## src/rtl/jk_reg_bank.sv

```systemverilog
// Bank of WIDTH independent JK flip-flops with a parallel load, per-bit edge pulses and an optional change counter.
// The change counter is built only when JK_REG_BANK_CHG_CNT_EN is defined; otherwise chg_cnt reads 0.
module jk_reg_bank #(
  parameter int WIDTH        = 8,
  parameter int CNT_W        = 8,
  parameter int TOGGLE_ON_11 = 1
) (
  input  logic             clk,
  input  logic             rst,
  input  logic             en,
  input  logic             load,
  input  logic [WIDTH-1:0] d,
  input  logic [WIDTH-1:0] j,
  input  logic [WIDTH-1:0] k,
  output logic [WIDTH-1:0] q,
  output logic [WIDTH-1:0] rise,
  output logic [WIDTH-1:0] fall,
  output logic [CNT_W-1:0] chg_cnt
);

  logic [WIDTH-1:0] next_q;

  always_comb begin
    next_q = q;
    if (load) begin
      next_q = d;
    end else if (en) begin
      for (int i = 0; i < WIDTH; i++) begin
        unique case ({j[i], k[i]})
          2'b00: next_q[i] = q[i];
          2'b01: next_q[i] = 1'b0;
          2'b10: next_q[i] = 1'b1;
          2'b11: next_q[i] = (TOGGLE_ON_11 != 0) ? ~q[i] : q[i];
          default: next_q[i] = q[i];
        endcase
      end
    end
  end

  // Edge pulses are computed from the same next_q that updates q, so they line up with the new value.
  always_ff @(posedge clk) begin
    if (rst) begin
      q    <= '0;
      rise <= '0;
      fall <= '0;
    end else begin
      q    <= next_q;
      rise <= next_q & ~q;
      fall <= ~next_q & q;
    end
  end

`ifdef JK_REG_BANK_CHG_CNT_EN
  logic [CNT_W-1:0] cnt;

  // Any number of bits changing on one edge counts once; the counter sticks at all-ones.
  always_ff @(posedge clk) begin
    if (rst) begin
      cnt <= '0;
    end else if ((next_q != q) && (cnt != {CNT_W{1'b1}})) begin
      cnt <= cnt + 1'b1;
    end
  end

  assign chg_cnt = cnt;
`else
  assign chg_cnt = '0;
`endif

endmodule

```

## config.mk

```make
export PLATFORM = sky130hd
export DESIGN_NAME = jk_reg_bank
export DESIGN_NICKNAME = d
export VERILOG_FILES = /design/src/rtl/jk_reg_bank.sv
export SDC_FILE = /design/constraint.sdc
export NUM_CORES = 1
export LEC_CHECK = 0
export ABC_AREA = 1
export BUFFER_PORTS_ARGS = -buffer_cell sky130_fd_sc_hd__buf_4
export CAP_MARGIN = 40
export CELL_PAD_IN_SITES_DETAIL_PLACEMENT = 1
export CELL_PAD_IN_SITES_GLOBAL_PLACEMENT = 1
export CORE_ASPECT_RATIO = 1.75
export CORE_UTILIZATION = 29
export DETAILED_ROUTE_END_ITERATION = 8
export GPL_TIMING_DRIVEN = 0
export PLACE_DENSITY_LB_ADDON = 0.1
export SLEW_MARGIN = 20
export SYNTH_ARGS = -nofsm -noshare
export SYNTH_HDL_FRONTEND = slang
export SYNTH_SLANG_ARGS = --single-unit
```

## constraint.sdc

```tcl
create_clock -name clk -period 0.85 [get_ports clk]
set_input_delay 0.085 -clock clk [delete_from_list [all_inputs] [get_ports clk]]
set_output_delay 0.085 -clock clk [all_outputs]
set_load 0.02 [all_outputs]
```

== Word-level counts from Yosys, hierarchy flattened ==
Index checks and enable logic that the tools add are counted.
Storage, ports and cells
  bits of input ports: 28
  latch bits: 0
  bits in writable memories: 0
  memory bits (read-only): 0
  flip-flop bits (word level): 24
  logic and storage cells: 57
  memories kept: 0
  output and inout bits: 32
Operators by class
  equal/unequal tests: 24
  divide/modulo/power cells: 0
  bitwise gates (word level): 12
  $lt $le $gt $ge: 0
  mux-type cells: 10
  add/sub/neg operators: 0
  $mul: 0
  reductions and logical operators: 8
  shifts and indexed selects: 0
Operators by type and width (number)
  2-bit equality test (second input constant): 16
  1-bit one-hot mux with 4 select lines: 8
  8-bit AND: 2
  2-bit by 1-bit equality test with 1-bit output (second input constant): 8
  2-bit zero test: 8
  8-bit 2-to-1 mux: 2
  8-bit NOT: 2
  1-bit NOT: 8

== Depth between registers and ports, before layout ==
Gate-level depths: netlist of the first run.
  word-level depth: 6
  mapped depth: 7
  gate-level depth less buffers: 5

== Worst setup path after synthesis of the first run ==
OpenSTA, ideal clock, no wires.
  path kind: register -> register
  start: register q[7]
  end: register fall[7]
  stages on the path, launching flop included: 6
  buffers on the path: 0
  setup time: 0.128 ns
  slack: -0.067 ns
  arrival time: 0.789 ns
  period minus slack after synthesis: 0.917 ns
  data required time: 0.722 ns
  cell sequence: dfxtp_1 -> inv_1 -> nand2_1 -> nand3_1 -> nand3_1 -> nor2_1
Between the ends
  longest elaborated chain between the ends: 6
Ends and longest elaborated chain
  start: declaration: line 15  | output logic [WIDTH-1:0] q,
  start signal: assignment: line 47  | q <= next_q;
  1-bit NOT: line 33  | 2'b11: next_q[i] = (TOGGLE_ON_11 != 0) ? ~q[i] : q[i];
  1-bit one-hot mux with 4 select lines: line 29  | unique case ({j[i], k[i]})
  8-bit 2-to-1 mux: line 27  | end else if (en) begin
  8-bit 2-to-1 mux: line 25  | if (load) begin
  8-bit NOT: line 49  | fall <= ~next_q & q;
  8-bit AND *: line 49
  end signal: assignment: line 49
  end: declaration: line 17  | output logic [WIDTH-1:0] fall,
Every way passes the cells marked *; elsewhere a longest branch is shown, timed or not.
A chain may end at the register's enable or synchronous reset.

== Worst setup path in the final report of the first run ==
  start: register q[0]
  end: register fall[0]
The elaborated chain is that of the path after synthesis.

==> impl_results.md, run 1 <==
* Largest cells by area after synthesis: dfxtp_1 (45%), nand3_1 (11%), nand2_1 (8.5%)
* Final hold slack at 98.3 ps
* Vias in the first global route at 1152
* Syn avg cell area at 7.45 µm²
* Clock root buffer: clkbuf_8
* Drt drc at 0
* Routed WL at 3360 µm
* Relative slew slack at 0.657
* CTS tree: yes
* Die ar. at 3930 µm²
* Crit share post-route at 1.02
* Post-layout util at 0.505
* Final Setup Violations at 1
* Port Buffers at 50
* Total power at 2.89 mW
* Power per cell area at 1670 nW/µm²
* Final TNS setup at -15.2 ps
* Crit path kind: flop to flop
* Detailed Place HPWL at 2460 µm
* DRT Pass-1 Iters at 4
* Minimum clock period at 865 ps
* RSZ-0062 raised after global routing: yes
* 1st-iter DRT viols at 13
* Biggest area consumer among synthesized cells: dfxtp_1
* F_max at 1160 MHz
* Worst-margin pin slew at 515 ps
* RR Startpoint: q[0]
* Final Skew at 2.85 ps
* Die Width at 47.8 µm
* CTS Buf Count at 3
* Final Hold Viols at 0
* WL per Instance at 13.4 µm
* Clk slew on worst S/H paths at 90 ps
* Post-synthesis sequential area ratio at 0.451
* Clk_lat worst skew at 260 ps
* Cell variety after synth at 18
* Place WS at -111 ps
* Pleak at 0.874 nW
* Max Root-Sink Buffers at 2
* Violated checks: negative setup slack
* Status: finished, violations left
* Area Overhead vs Synth at 62.6%
* Worst-path maximum fanout at 4
* Largest net degree at the start of global routing at 15
* Antenna cells at 0
* WP data required at 990 ps
* Main synth FF type: dfxtp_1
* Via count at 1141
* Post-Synthesis Cells at 143
* Worst VDD drop at 0.000984 V
* Max-cap violations at 0
* Core Footprint at 3430 µm²
* # IOs at 60
* Pins Over Slew Limit at 0
* Most frequent cells in the layout: buf_4 (51), nand2_1 (23), dfxtp_1 (16), nor2_1 (15), inv_1 (13)
* NumNets Final at 235
* FF+latch count, synth at 24
* Yosys warning total at 0
* Crit path launch type: flop
* Post-synth EDFFs at 0
* Die Ht at 82.2 µm
* Gr usage total at 0.174
* Synthesized area at 1070 µm²
* FILL cells at 469
* CTS Sinks at 24
* Vias per inst at 4.55
* Arrival time at the worst endpoint at 1010 ps
* Commonest non-fill, non-tap cell in the layout: buf_4
* RD Place Congestion at 0.749
* Initial antenna violation count at 0
* Global-route wire length before repair at 5020 µm
* Fraction of layout cells with a size suffix above 1 at 0.481
* Starting Density at 0.310
* Area of the multi-input gates at 507 µm²
* Hold Crit Class: primary input to flop
* Post-synth top area share at 0.451
* Setup crit start: q[0]
* Crit. End Element: flop
* Htree depth at 1
* Gr ovfl total at 0
* Asr flop ratio synth at 0
* # rows at 28
* Post-route antenna net violation count at 0
* Register area at 508 µm²
* Setup ws final at -15.2 ps
* Hold_sp: rst
synth_stat cells (2+ instances only):
| cell | number |
|---|---|
| dfxtp_1 | 24 |
| nand2_1 | 24 |
| nand3_1 | 24 |
| inv_1 | 17 |
| nor2_1 | 15 |
| a21oi_1 | 8 |
| buf_4 | 8 |
| o211ai_1 | 6 |
| or2_2 | 5 |
| buf_6 | 2 |
| clkbuf_1 | 2 |
| or2_1 | 2 |
stage by stage:
| step | cell area, µm² | instances |
|---|---|---|
| 2_1_floorplan | 1100 | 150 |
| 3_3_place_gp | 1530 | 245 |
| 3_5_place_dp | 1530 | 245 |
| 4_1_cts | 1650 | 250 |
| 5_1_grt | 1730 | 251 |
| 6_report | 1730 | 251 |
flip-flops by register name, indices dropped and copies added (netlist names):
register	count
rise	8
fall	8
q	8
final timing paths:
| kind | endpoint | slack, ps | cells after the start |
|---|---|---|---|
| worst max register to register | fall[0] | -20 | 4 |
| worst min-delay path | fall[6] | 100 | 4 |
| worst min register to register | rise[6] | 460 | 1 |
| worst max-delay path | fall[0] | -20 | 4 |
logic make-up (layout without fill, tap and decap cells):
family | after synthesis | count (layout) | share of synthesized area
and+or+nand+nor | 71 | 71 | 0.297
buffers and inverters | 32 | 88 | 0.157
DFF | 24 | 24 | 0.451
AOI/OAI and AO/OA | 15 | 15 | 0.0915
other | 1 | 8 | 0.00352
layout make-up:
cell class                      instances  share of cell area
Inverter                               18              0.0390
Buffer                                 14              0.0578
Clock buffer                            3              0.0238
Sequential cell                        24               0.293
Timing Repair Buffer                   52               0.244
Multi-Input combinational cell         94               0.292
Clock inverter                          1              0.0173
Tap cell                               45              0.0325
worst max-delay path, stage by stage (launching register included):
cell and delay, ps:
dfxtp_4 370, nand3_1 120, nand3_2 110, nand3_1 100
nor2_1 40
power by group:
group / switching, mW / internal, mW
sequential: 0.0485 / 1.19
combinational: 0.347 / 0.307
clock: 0.372 / 0.629
total: 0.767 / 2.12
routing by layer:
metal,share of wire,routed length (µm),track usage
met1,0.36,1210,0.190
met2,0.58,1940,0.324
met3,0.048,161,0.0239
met4,0.015,51,0.0500
met5,0,0,0
repair_timing:
action                     CTS  global route
hold endpoints to repair     1             0
gates resized for setup      9            23
hold buffers                 1             0
setup endpoints to repair    8            23
buffers inserted             0             1
pin swaps                    0             7
Power figures use the tool's default switching activity.
==> run 2, diff against run 1 <==
- CORE_UTILIZATION: 29 -> 31
- clock period: 0.85 -> 1.1 ns (I/O delays scaled with it)
==> impl_results.md, run 2 (synthesis results as in run 1) <==
* Crit share post-route at 0.864
* RSZ-0062 raised after global routing: no
* Crit path kind: flop to primary output
* Power per cell area at 1270 nW/µm² (-24%)
* CTS Buf Count at 3 (unchanged)
* Detailed Place HPWL at 2460 µm (-0.21%)
* Drt drc at 0 (unchanged)
* Starting Density at 0.332 (+0.0217)
* Relative slew slack at 0.662 (+0.00532)
* Gr ovfl total at 0 (unchanged)
* Htree depth at 1 (unchanged)
* Gr usage total at 0.185 (+0.0107)
* Minimum clock period at 951 ps
* Final Skew at 6.51 ps (+3.66 ps)
* FILL cells at 428 (-8.7%)
* Setup Buffers After CTS at 0 (unchanged)
* Worst-margin pin slew at 507 ps (-7.98 ps)
* Area Overhead vs Synth at 47.9%
* Final TNS setup at 0 ps (+15.2 ps)
* Final Hold Viols at 0 (unchanged)
* Port Buffers at 50 (unchanged)
* Worst-path maximum fanout at 5 (+1)
* Max-cap violations at 0 (unchanged)
* CP cell instances: buf_4
* Max Root-Sink Buffers at 2 (unchanged)
* Worst Hold Endpoint: q[0]
* Global-route wire length before repair at 4930 µm (-1.9%)
* Crit. End Element: primary output
* Initial antenna violation count at 0 (unchanged)
* Post-CTS sizing at 0 (-9)
* Clk_lat worst skew at 270 ps (about the same)
* Arrival time at the worst endpoint at 840 ps (-170 ps)
* Vias per inst at 4.62 (+1.5%)
* WP data required at 990 ps (about the same)
* Post-route antenna net violation count at 0 (unchanged)
* Largest net degree at the start of global routing at 14 (-1)
* DRT Pass-1 Iters at 4 (unchanged)
* 1st-iter DRT viols at 22 (+9)
* Worst r2r path cells at 5 (+1)
* Fraction of layout cells with a size suffix above 1 at 0.358 (-0.123)
* Reg2reg setup slack at 200 ps (+220 ps)
* Cts hold-fix bufs at 0 (-1)
* FF-to-FF End: fall[7]
* Status: finished, final reports clean
* # rows at 27 (-3.6%)
* Pleak at 0.831 nW (-5.0%)
* Antenna cells at 0 (unchanged)
* Slowest cell on crit path: dfxtp_1
* Crit path launch type: flop
* Vias in the first global route at 1173 (+1.8%)
* Delay of the slowest critical-path stage at 400 ps (+30 ps)
* WL per Instance at 12.5 µm (-6.4%)
* Pins Over Slew Limit at 0 (unchanged)
* Via count at 1140 (-0.088%)
* Hold Crit Class: primary input to flop
* Hold_sp: rst
* Die Width at 46.3 µm (-3.1%)
* Hold-critical path depth at 2 (-2)
* CP delay by family, top: flip-flops
* Clock root buffer: clkbuf_8
* Worst VDD drop at 0.000738 V (-25%)
* RR Startpoint: q[7]
* # IOs at 60 (unchanged)
* Core Footprint at 3210 µm² (-6.5%)
* Most frequent cells in the layout: buf_4 (58), nand2_1 (24), nand3_1 (24), dfxtp_1 (24), inv_1 (17)
* Top Registers: fall: 8 flops, q: 8 flops, rise: 8 flops
* CTS tree: yes
* CTS Sinks at 24 (unchanged)
* Routed WL at 3090 µm (-7.9%)
* Clk slew on worst S/H paths at 80 ps (about the same)
* Final hold slack at 30.4 ps (-67.9 ps)
* RD Place Congestion at 0.766 (+2.3%)
* Die ar. at 3690 µm² (-6.2%)
* NumNets Final at 233 (-0.85%)
* Final Setup Violations at 0 (-1)
* Commonest non-fill, non-tap cell in the layout: buf_4
* F_max at 1050 MHz
* Die Ht at 79.6 µm (-3.2%)
* CP bufs+invs at 1 (+1)
## run 2: cell types whose count changed in the layout (fill, tap and decap cells not counted), moves of 4 or more
cell	change
nand3_2	-12
dfxtp_4	-7
nand3_1	+12
buf_4	+7
inv_1	+4
inv_2	-4
dfxtp_1	+8
buf_6	-8
## run 2: worst max-delay path by stage
stage / from / to / slack (ps) / cells after the start
floorplan: q[7] / fall[7] / 180 / 5
global placement: en / fall[4] / 130 / 7
detailed placement: en / fall[4] / 120 / 7
CTS: q[6] / q[6] / 130 / 1
global route: q[6] / q[6] / 110 / 1
finish: q[6] / q[6] / 150 / 1
## run 2: power by group
group	total [mW]	internal (mW)	switching [mW]
Sequential	0.950	0.920	0.0296
Combinational	0.461	0.212	0.249
Clock	0.596	0.320	0.276
Total	2.01	1.45	0.555
## run 2: metal layers
metal / wire length, µm / global-route usage
met2: 1830 / 0.353
met3: 95 / 0.0204
met5: 0 / 0
met1: 1120 / 0.181
met4: 48 / 0.0794
## run 2: metrics by stage
stage	total power [mW]	worst slack [ps]	std cells	instance area [µm²]	utilization
after floorplan	1.23	183	150	1090	-
after global placement	1.42	125	243	1520	0.474
after detailed placement	1.44	123	243	1520	0.474
after CTS	2.04	129	247	1580	0.491
after global routing	2.11	109	247	1580	0.491
final	2.01	149	247	1580	0.491
## run 2: area by class of cell
cell class	count	area (µm²)	area share
flip-flops and latches	24	480	0.305
well taps	43	53.8	0.0341
repair buffers	50	375	0.238
plain buffers	14	100	0.0635
clock buffers	4	55.1	0.0349
multi-input cells	94	444	0.282
inverters	18	67.6	0.0429
==> run 3, diff against run 2 <==
- ABC_AREA: 1 -> 0
- CORE_UTILIZATION: 31 -> 30
- CTS_CLUSTER_DIAMETER: default -> 30
==> impl_results.md, run 3 <==
* Violated checks: design-rule violations, negative setup slack
* Gr usage total at 0.166 (-0.0182)
* Status: finished, violations left
* Clk slew on worst S/H paths at 80 ps (about the same)
* CTS tree: yes
* Largest cells by area after synthesis: dfxtp_1 (52%), and3b_1 (7.6%), o31a_1 (7.6%)
* Pins Over Slew Limit at 0 (unchanged)
* Crit path kind: flop to flop
* # rows at 26 (-3.7%)
* Total power at 1.97 mW (-1.8%)
* NumNets Final at 187 (-20%)
* Post-synthesis sequential area ratio at 0.522 (+0.0710)
* Synthesized area at 921 µm² (-14%)
* RSZ-0062 raised after global routing: yes
* Minimum clock period at 1120 ps (+166 ps)
* WL per Instance at 14.1 µm (+13%)
* CTS Sinks at 24 (unchanged)
* Clk pwr share at 0.303 (+0.006)
* Die ar. at 3300 µm² (-10%)
* Worst r2r path cells at 3 (-2)
* Cell variety after synth at 15 (-3)
* WP data required at 1270 ps (+280 ps)
* CTS Buf Count at 3 (unchanged)
* Final Setup Violations at 1 (+1)
* Gr ovfl total at 0 (unchanged)
* Crit path launch type: flop
* Port Buffers at 50 (unchanged)
* Final Hold Viols at 0 (unchanged)
* Core Footprint at 2930 µm² (-8.8%)
* Global-route wire length before repair at 3950 µm (-20%)
* Cts hold-fix bufs at 0 (unchanged)
* Yosys warning total at 0 (unchanged)
* Final Skew at 0.937 ps (-5.57 ps)
* Most frequent cells in the layout: buf_4 (61), dfxtp_1 (16)
* Post-synth EDFFs at 0 (unchanged)
* F_max at 896 MHz (-15%)
* Non-filler instance count after layout at 186 (-25%)
* Routed WL at 2630 µm (-15%)
* FILL cells at 349 (-18%)
* Htree depth at 1 (unchanged)
* Switching Fraction at 0.262 (-0.0142)
* Post-synth top area share at 0.522 (+0.0710)
* Sequential power share at 0.483 (+0.010)
* Area Overhead vs Synth at 59.0%
* Biggest area consumer among synthesized cells: dfxtp_1
* Post-layout util at 0.500 (+0.00877)
* Max Root-Sink Buffers at 2 (unchanged)
* Initial antenna violation count at 0 (unchanged)
* Clk_lat worst skew at 270 ps (about the same)
* Post-route antenna net violation count at 0 (unchanged)
* 1st-iter DRT viols at 16 (-27%)
* Worst VDD drop at 0.000839 V (+14%)
* Power per cell area at 1350 nW/µm² (+5.8%)
* Asr flop ratio synth at 0 (unchanged)
* Die Width at 43.9 µm (-5.3%)
* Hold Crit Class: primary input to flop
* Fraction of layout cells with a size suffix above 1 at 0.532 (+0.174)
* RD Place Congestion at 0.753 (-1.7%)
* Die Ht at 75.3 µm (-5.4%)
* Pleak at 0.756 nW (-9.0%)
* Most common cell in the netlist: dfxtp_1
* DRT Pass-1 Iters at 6 (+2)
* Hold-critical path depth at 2 (unchanged)
* Detailed Place HPWL at 1940 µm (-21%)
* Top Registers: fall: 8 flops, q: 8 flops, rise: 8 flops
* Largest net degree at the start of global routing at 14 (unchanged)
* Crit. End Element: flop
* # IOs at 60 (unchanged)
* Setup ws final at -16.4 ps (-166 ps)
* Main synth FF type: dfxtp_1
* Post-Synthesis Cells at 94 (-34%)
* Via count at 887 (-22%)
* Crit share post-route at 1.01 (+0.151)
* Vias in the first global route at 842 (-28%)
* Starting Density at 0.315 (-0.0176)
* FF+latch count, synth at 24 (unchanged)
* Cell internal pwr at 1.45 mW (+0.14%)
* Syn avg cell area at 9.80 µm² (+31%)
* Commonest non-fill, non-tap cell in the layout: buf_4
* Arrival time at the worst endpoint at 1280 ps (+440 ps)
* Gate power share at 0.213 (-0.017)
* Vias per inst at 4.77 (+3.3%)
* Placed cells at 179 (-26%)
* Antenna cells at 0 (unchanged)
* NetSw at 0.517 mW (-6.8%)
* Clock root buffer: clkbuf_8
* Max-cap violations at 0 (unchanged)
* Worst-path maximum fanout at 4 (-1)
* Drt drc at 3 (+3)
==> run 3: changes by cell type after synthesis, sizes merged, moves of 8 or more <==
cell / delta
nor3: +8
or2: -8
and3: +8
o31a: +8
nand3: -24
inv: -18
and3b: +8
nand2: -16
==> run 3: stage by stage <==
step	hold slack, ps	instance area (µm²)	setup TNS (ps)	setup slack (ps)
2_1_floorplan	309	955	0	7.90
6_report	163	1460	-16.4	-16.4
3_5_place_dp	445	1370	0	11.4
3_3_place_gp	443	1370	0	4.74
4_1_cts	163	1420	0	4.11
5_1_grt	163	1460	-166	-49.3
==> run 3: cells by family (layout without fill, tap and decap cells) <==
logic type | count (synthesis) | count (layout) | synth area share
and+or+nand+nor | 40 | 40 | 0.247
AOI/OAI and AO/OA | 16 | 16 | 0.124
DFF | 24 | 24 | 0.522
other | 1 | 8 | 0.00407
buffers and inverters | 13 | 70 | 0.103
==> run 3: critical path, cell delays in order (launching register included) <==
cell and delay [ps]:
dfxtp_4 360, and3_4 160, o31a_1 310, and3b_1 190
==> run 3: what timing repair did <==
action                     CTS  global route
setup endpoints to repair    0            11
resized for setup            0             7
setup buffers                0             3
==> run 3: power by group through the flow <==
stage,Clock (mW),Combinational (mW),Sequential [mW]
final,0.598,0.420,0.953
after global routing,0.652,0.456,0.960
after CTS,0.625,0.405,0.957
after detailed placement,0,0.404,0.977
after global placement,0,0.398,0.974
after floorplan,0,0.156,1.03
==> run 3: path summary, 6_finish.rpt <==
| check | startpoint | end | slack, ps |
|---|---|---|---|
| worst max-delay path | q[7] | fall[7] | -20 |
| worst min-delay path | rst | fall[0] | 160 |
| worst max register to register | q[7] | fall[7] | -20 |
| worst min register to register | q[6] | rise[6] | 440 |
==> run 3: cell type report <==
class	count	area, µm²	area share
buffer	13	95.1	0.0650
tap	28	35.0	0.0239
multi-input combinational	64	388	0.265
sequential	24	493	0.337
clock buffer	4	55.1	0.0376
timing repair buffer	53	398	0.272
==> run 3: layer usage <==
metal / part of all wire / global-route usage / vias to the layer above
met5: 0 / 0 / -
met4: 0.020 / 0.0909 / 0
met3: 0.062 / 0.0308 / 5
met2: 0.55 / 0.307 / 38
met1: 0.36 / 0.173 / 406
li1: - / - / 438
